### src/rtl/core_scheduler.sv
// Per-block instruction sequencer: FETCH/DECODE/REQUEST/WAIT/EXECUTE/UPDATE loop.
// Define SCHED_CYCLE_COUNT_EN to build the saturating busy-cycle counter.
module core_scheduler #(
    parameter int unsigned THREADS_PER_BLOCK = 4,
    parameter int unsigned PC_BITS           = 8
) (
    input  logic                                 clk,
    input  logic                                 reset,
    input  logic                                 start,
    input  logic [7:0]                           block_id,
    input  logic [$clog2(THREADS_PER_BLOCK):0]   thread_count,
    output logic                                 fetch_req,
    input  logic                                 fetch_valid,
    input  logic                                 decoded_ret,
    input  logic [PC_BITS-1:0]                   next_pc,
    input  logic [THREADS_PER_BLOCK-1:0]         lsu_pending,
    output logic [THREADS_PER_BLOCK-1:0]         thread_enable,
    output logic [7:0]                           cur_block_id,
    output logic [PC_BITS-1:0]                   current_pc,
    output logic [2:0]                           core_state,
    output logic                                 done,
    output logic [15:0]                          cycle_count
);

    localparam int unsigned TCW = $clog2(THREADS_PER_BLOCK) + 1;
    localparam logic [TCW-1:0] TC_MAX = TCW'(THREADS_PER_BLOCK);

    typedef enum logic [2:0] {
        IDLE    = 3'd0,
        FETCH   = 3'd1,
        DECODE  = 3'd2,
        REQUEST = 3'd3,
        WAIT    = 3'd4,
        EXECUTE = 3'd5,
        UPDATE  = 3'd6,
        DONE    = 3'd7
    } state_t;

    state_t                         state_q;
    logic [PC_BITS-1:0]             pc_q;
    logic [7:0]                     blk_q;
    logic [THREADS_PER_BLOCK-1:0]   en_q;
    logic                           done_q;

    logic [TCW-1:0]                 tc_clamped_d;
    logic [THREADS_PER_BLOCK-1:0]   en_mask_d;

    always_comb begin
        tc_clamped_d = (thread_count > TC_MAX) ? TC_MAX : thread_count;
        en_mask_d    = '0;
        for (int unsigned i = 0; i < THREADS_PER_BLOCK; i++) begin
            en_mask_d[i] = (TCW'(i) < tc_clamped_d);
        end
    end

    always_ff @(posedge clk or posedge reset) begin
        if (reset) begin
            state_q <= IDLE;
            pc_q    <= '0;
            blk_q   <= '0;
            en_q    <= '0;
            done_q  <= 1'b0;
        end else begin
            unique case (state_q)
                IDLE: begin
                    if (start) begin
                        blk_q <= block_id;
                        en_q  <= en_mask_d;
                        pc_q  <= '0;
                        // An empty block completes without ever touching the fetcher.
                        if (tc_clamped_d == '0) begin
                            state_q <= DONE;
                            done_q  <= 1'b1;
                        end else begin
                            state_q <= FETCH;
                        end
                    end
                end
                FETCH: begin
                    if (fetch_valid) state_q <= DECODE;
                end
                DECODE:  state_q <= REQUEST;
                REQUEST: state_q <= WAIT;
                WAIT: begin
                    if ((lsu_pending & en_q) == '0) state_q <= EXECUTE;
                end
                EXECUTE: state_q <= UPDATE;
                UPDATE: begin
                    if (decoded_ret) begin
                        state_q <= DONE;
                        done_q  <= 1'b1;
                    end else begin
                        pc_q    <= next_pc;
                        state_q <= FETCH;
                    end
                end
                DONE: begin
                    if (!start) begin
                        state_q <= IDLE;
                        done_q  <= 1'b0;
                        en_q    <= '0;
                    end
                end
                default: state_q <= IDLE;
            endcase
        end
    end

    assign fetch_req     = (state_q == FETCH);
    assign thread_enable = en_q;
    assign cur_block_id  = blk_q;
    assign current_pc    = pc_q;
    assign core_state    = state_q;
    assign done          = done_q;

`ifdef SCHED_CYCLE_COUNT_EN
    logic [15:0] cyc_q;

    always_ff @(posedge clk or posedge reset) begin
        if (reset) begin
            cyc_q <= '0;
        end else if (state_q == IDLE) begin
            if (start) cyc_q <= '0;
        end else if (cyc_q != '1) begin
            cyc_q <= cyc_q + 16'd1;
        end
    end

    assign cycle_count = cyc_q;
`else
    assign cycle_count = '0;
`endif

endmodule

### config.mk
export PLATFORM = sky130hd
export DESIGN_NAME = core_scheduler
export DESIGN_NICKNAME = d
export VERILOG_FILES = /design/src/rtl/core_scheduler.sv
export SDC_FILE = /design/constraint.sdc
export NUM_CORES = 1
export LEC_CHECK = 0
export ABC_AREA = 1
export CAP_MARGIN = 20
export CORE_MARGIN = 10
export CORE_UTILIZATION = 35
export CTS_CLUSTER_SIZE = 8
export DETAILED_ROUTE_END_ITERATION = 16
export GPL_ROUTABILITY_DRIVEN = 0
export HOLD_SLACK_MARGIN = 0.03
export PLACE_DENSITY_LB_ADDON = 0.25
export SLEW_MARGIN = 5
export SYNTH_ARGS = -nofsm -noshare
export SYNTH_HDL_FRONTEND = slang
export SYNTH_SLANG_ARGS = --single-unit
### constraint.sdc
create_clock -name clk -period 1.4 [get_ports clk]
set_clock_uncertainty 0.1 [all_clocks]
set_input_delay 0.28 -clock clk [delete_from_list [all_inputs] [get_ports clk]]
set_output_delay 0.28 -clock clk [all_outputs]
set_load 0.01 [all_outputs]
==> results.json <==
{
  "wire_per_inst_um": 12.2,
  "layout_common_cells": "nand2_1, clkdlybuf4s50_1, dfrtp_1, dlygate4sd2_1, buf_4",
  "cts_buffers": 3,
  "clk-insertion-delay-late_ns": 0.26,
  "synth_cells": 170,
  "worstPathMaxFanout": 2,
  "syn_avg_cell_area_sq_um": 7.85,
  "num_vias": 1281,
  "final_common_cell": "nand2_1",
  "path_class": "reg -> out",
  "grt_pass1_vias": 1241,
  "worstPathRequired_ns": 1.02,
  "holdWs_ns": 0.232,
  "initial_core_util_pct": 36.4,
  "worstHoldPathType": "in -> async",
  "drt_iter0_drc": 31,
  "reg2reg_slack_ns": -0.01,
  "critPathLaunchType": "register",
  "syn2layout_area_growth_pct": 60.7,
  "postRouteAntennaNets": 0,
  "grt_pass1_wl_um": 5740,
  "p_total_w": 0.00409,
  "status": "complete, but fails checks",
  "die_w_um": 81.7,
  "synth_seq_cells": 24,
  "path_buf_inv": 4,
  "cp-end-kind": "primary output",
  "slowest_delay_ns": 0.41,
  "period_needed_ns": 1.43,
  "row_count": 22,
  "ys_seq_area_share_pct": 45.0,
  "drv_slew": 0,
  "powerDensity_mw_per_mm2": 1910,
  "post_dp_cell_area_sq_mm": 0.00195,
  "synth.distinct_cells": 20,
  "clkPwrFrac_pct": 9.7,
  "clk_path_buf_depth": 2,
  "crit_path_cell_trace": "buf_6 > inv_12 > nand3_2 > inv_2 > buf_6",
  "vias_per_cell": 4.33,
  "p_leak_nw": 1.17,
  "worstReg2RegStart": "core_state[2]",
  "instances_no_fill": 296,
  "cts_sinks": 24,
  "grt_max_degree": 25,
  "finalHoldViolations": 0,
  "seqPwrFrac_pct": 28.3,
  "cap_violations": 0,
  "grt_setup_unrepaired": "yes",
  "fp.dieArea_sq_mm": 0.00668,
  "ir_drop_mv": 0.849,
  "grtUsageTotal_pct": 10.7,
  "portBuffers": 52,
  "cts_tree": "built",
  "power.net_switching_w": 0.00170,
  "timing.rr.end": "core_state[1]",
  "firstDrtPassIters": 4,
  "coreArea_sq_mm": 0.00366,
  "p_int_w": 0.00240,
  "failed_checks": "setup timing",
  "cts-root-buf": "clkbuf_8",
  "setup_ws_ns": -0.0349,
  "cpMostUsedCell": "buf_6",
  "drive_gt1_share_pct": 23.8,
  "routed_wl_um": 3600,
  "fp.dieH_um": 81.7,
  "clk_pin_slew_worst_paths_ns": 0.08,
  "crit_path_start": "core_state[2]",
  "synth-warning-count": 0,
  "arrival_ns": 1.05,
  "grt_overflow": 0,
  "path_delay_family": "flip-flops",
  "antenna_found_initial": 0,
  "slowest_stage": "dfrtp_2",
  "dpl.hpwl_um": 2760,
  "multi_input_area_sq_um": 646,
  "placedCellCount": 283,
  "ff2ff_path_depth": 9,
  "fmax_mhz": 697,
  "fin_crit_sh_pct": 102,
  "swShare_pct": 41.4,
  "combPwrFrac_pct": 62.0,
  "syn-cell-area_sq_mm": 0.00133,
  "n_fill_cell": 351,
  "htreeDepth": 1,
  "insertedDiodeCount": 0,
  "regArea_sq_um": 602,
  "drcViolationCount": 0,
  "final_nets": 278,
  "setup_viol": 4,
  "ioPinCount": 69,
  "final_util_pct": 58.5,
  "stdcell_area_sq_mm": 0.00214
}
## how the worst max path moves through the flow
stage	end	cells past startpoint
floorplan	current_pc[2]	8
global placement	core_state[2]	8
CTS	fetch_req	5
finish	fetch_req	5
detailed placement	core_state[2]	8
global route	cur_block_id[3]	8
## routing by layer
layer / global-route usage [%] / wire length, um / up-vias
met4: 2.55 / 63 / 0
li1: - / - / 662
met5: 0 / 0 / -
met3: 4.37 / 315 / 8
met1: 12.4 / 1440 / 572
met2: 17.9 / 1780 / 39
## flip-flops by register name (all words and copies together), names as in the netlist
signal,count
core_state,3
cur_block_id,8
current_pc,8
done,1
thread_enable,4
## per-stage QoR
step	setup slack, ns	setup TNS (ns)
after floorplan	0.0106	0
after global placement	-0.191	-4.07
after detailed placement	-0.228	-4.70
after CTS	-0.0784	-0.587
after global routing	-0.122	-2.07
final	-0.0349	-0.0513
## cell families after synthesis
kind of cell,count (synthesis),synth area share (%)
flip-flops,24,45.0
other,1,0.281
buffers and inverters,31,16.4
AO/OA/AOI/OAI,10,4.60
AND/OR/NAND/NOR,104,33.7
## cells in the mapped netlist
master / number / area share [%]
nor2_1: 4 / 1.1
o21ai_1: 2 / 0.75
nand4_1: 3 / 1.4
a21oi_1: 2 / 0.75
nand3_1: 16 / 6.0
o21ai_4: 1 / 1.2
buf_4: 16 / 9.0
clkinv_1: 1 / 0.28
inv_2: 1 / 0.28
nor3_4: 1 / 1.2
conb_1: 1 / 0.28
dfrtp_1: 24 / 45
inv_12: 1 / 1.2
o21ai_0: 5 / 1.9
inv_1: 8 / 2.3
nand3_2: 1 / 0.75
nand2_2: 1 / 0.47
nor2_2: 4 / 1.9
nand2_1: 74 / 21
buf_6: 4 / 3.4
## cell type report
| type | instances | area share (%) |
|---|---|---|
| Sequential cell | 24 | 28.1 |
| Multi-Input combinational cell | 130 | 30.1 |
| Clock buffer | 3 | 1.93 |
| Tap cell | 48 | 2.80 |
| Inverter | 11 | 2.51 |
| Timing Repair Buffer | 80 | 34.6 |
## worst register-to-register path: stages (launching register included)
cell and delay [ns]:
dfrtp_2 0.41, buf_6 0.13, inv_12 0.05, buf_8 0.11
nand3_1 0.09, nand2_2 0.14, nor2_4 0.06, buf_6 0.12
nand3_1 0.05, nand2_1 0.06
## what timing repair did
item                                    in CTS  in global routing
endpoints found under the setup margin      49                 25
gates resized for setup                     51                 20
setup buffers                                3                  7
hold buffers                                 0                  0
pin swaps                                    6                 18
cloned                                       0                  0
## power groups by stage
stage | Combinational, W | Clock (W) | Sequential, W
finish | 0.00254 | 0.000395 | 0.00116
global route | 0.00282 | 0.000440 | 0.00121
CTS | 0.00224 | 0.000414 | 0.00116
detailed placement | 0.00224 | 0 | 0.00121
global placement | 0.00224 | 0 | 0.00120
floorplan | 0.00106 | 0 | 0.00134
(Power assumes the default switching activity.)
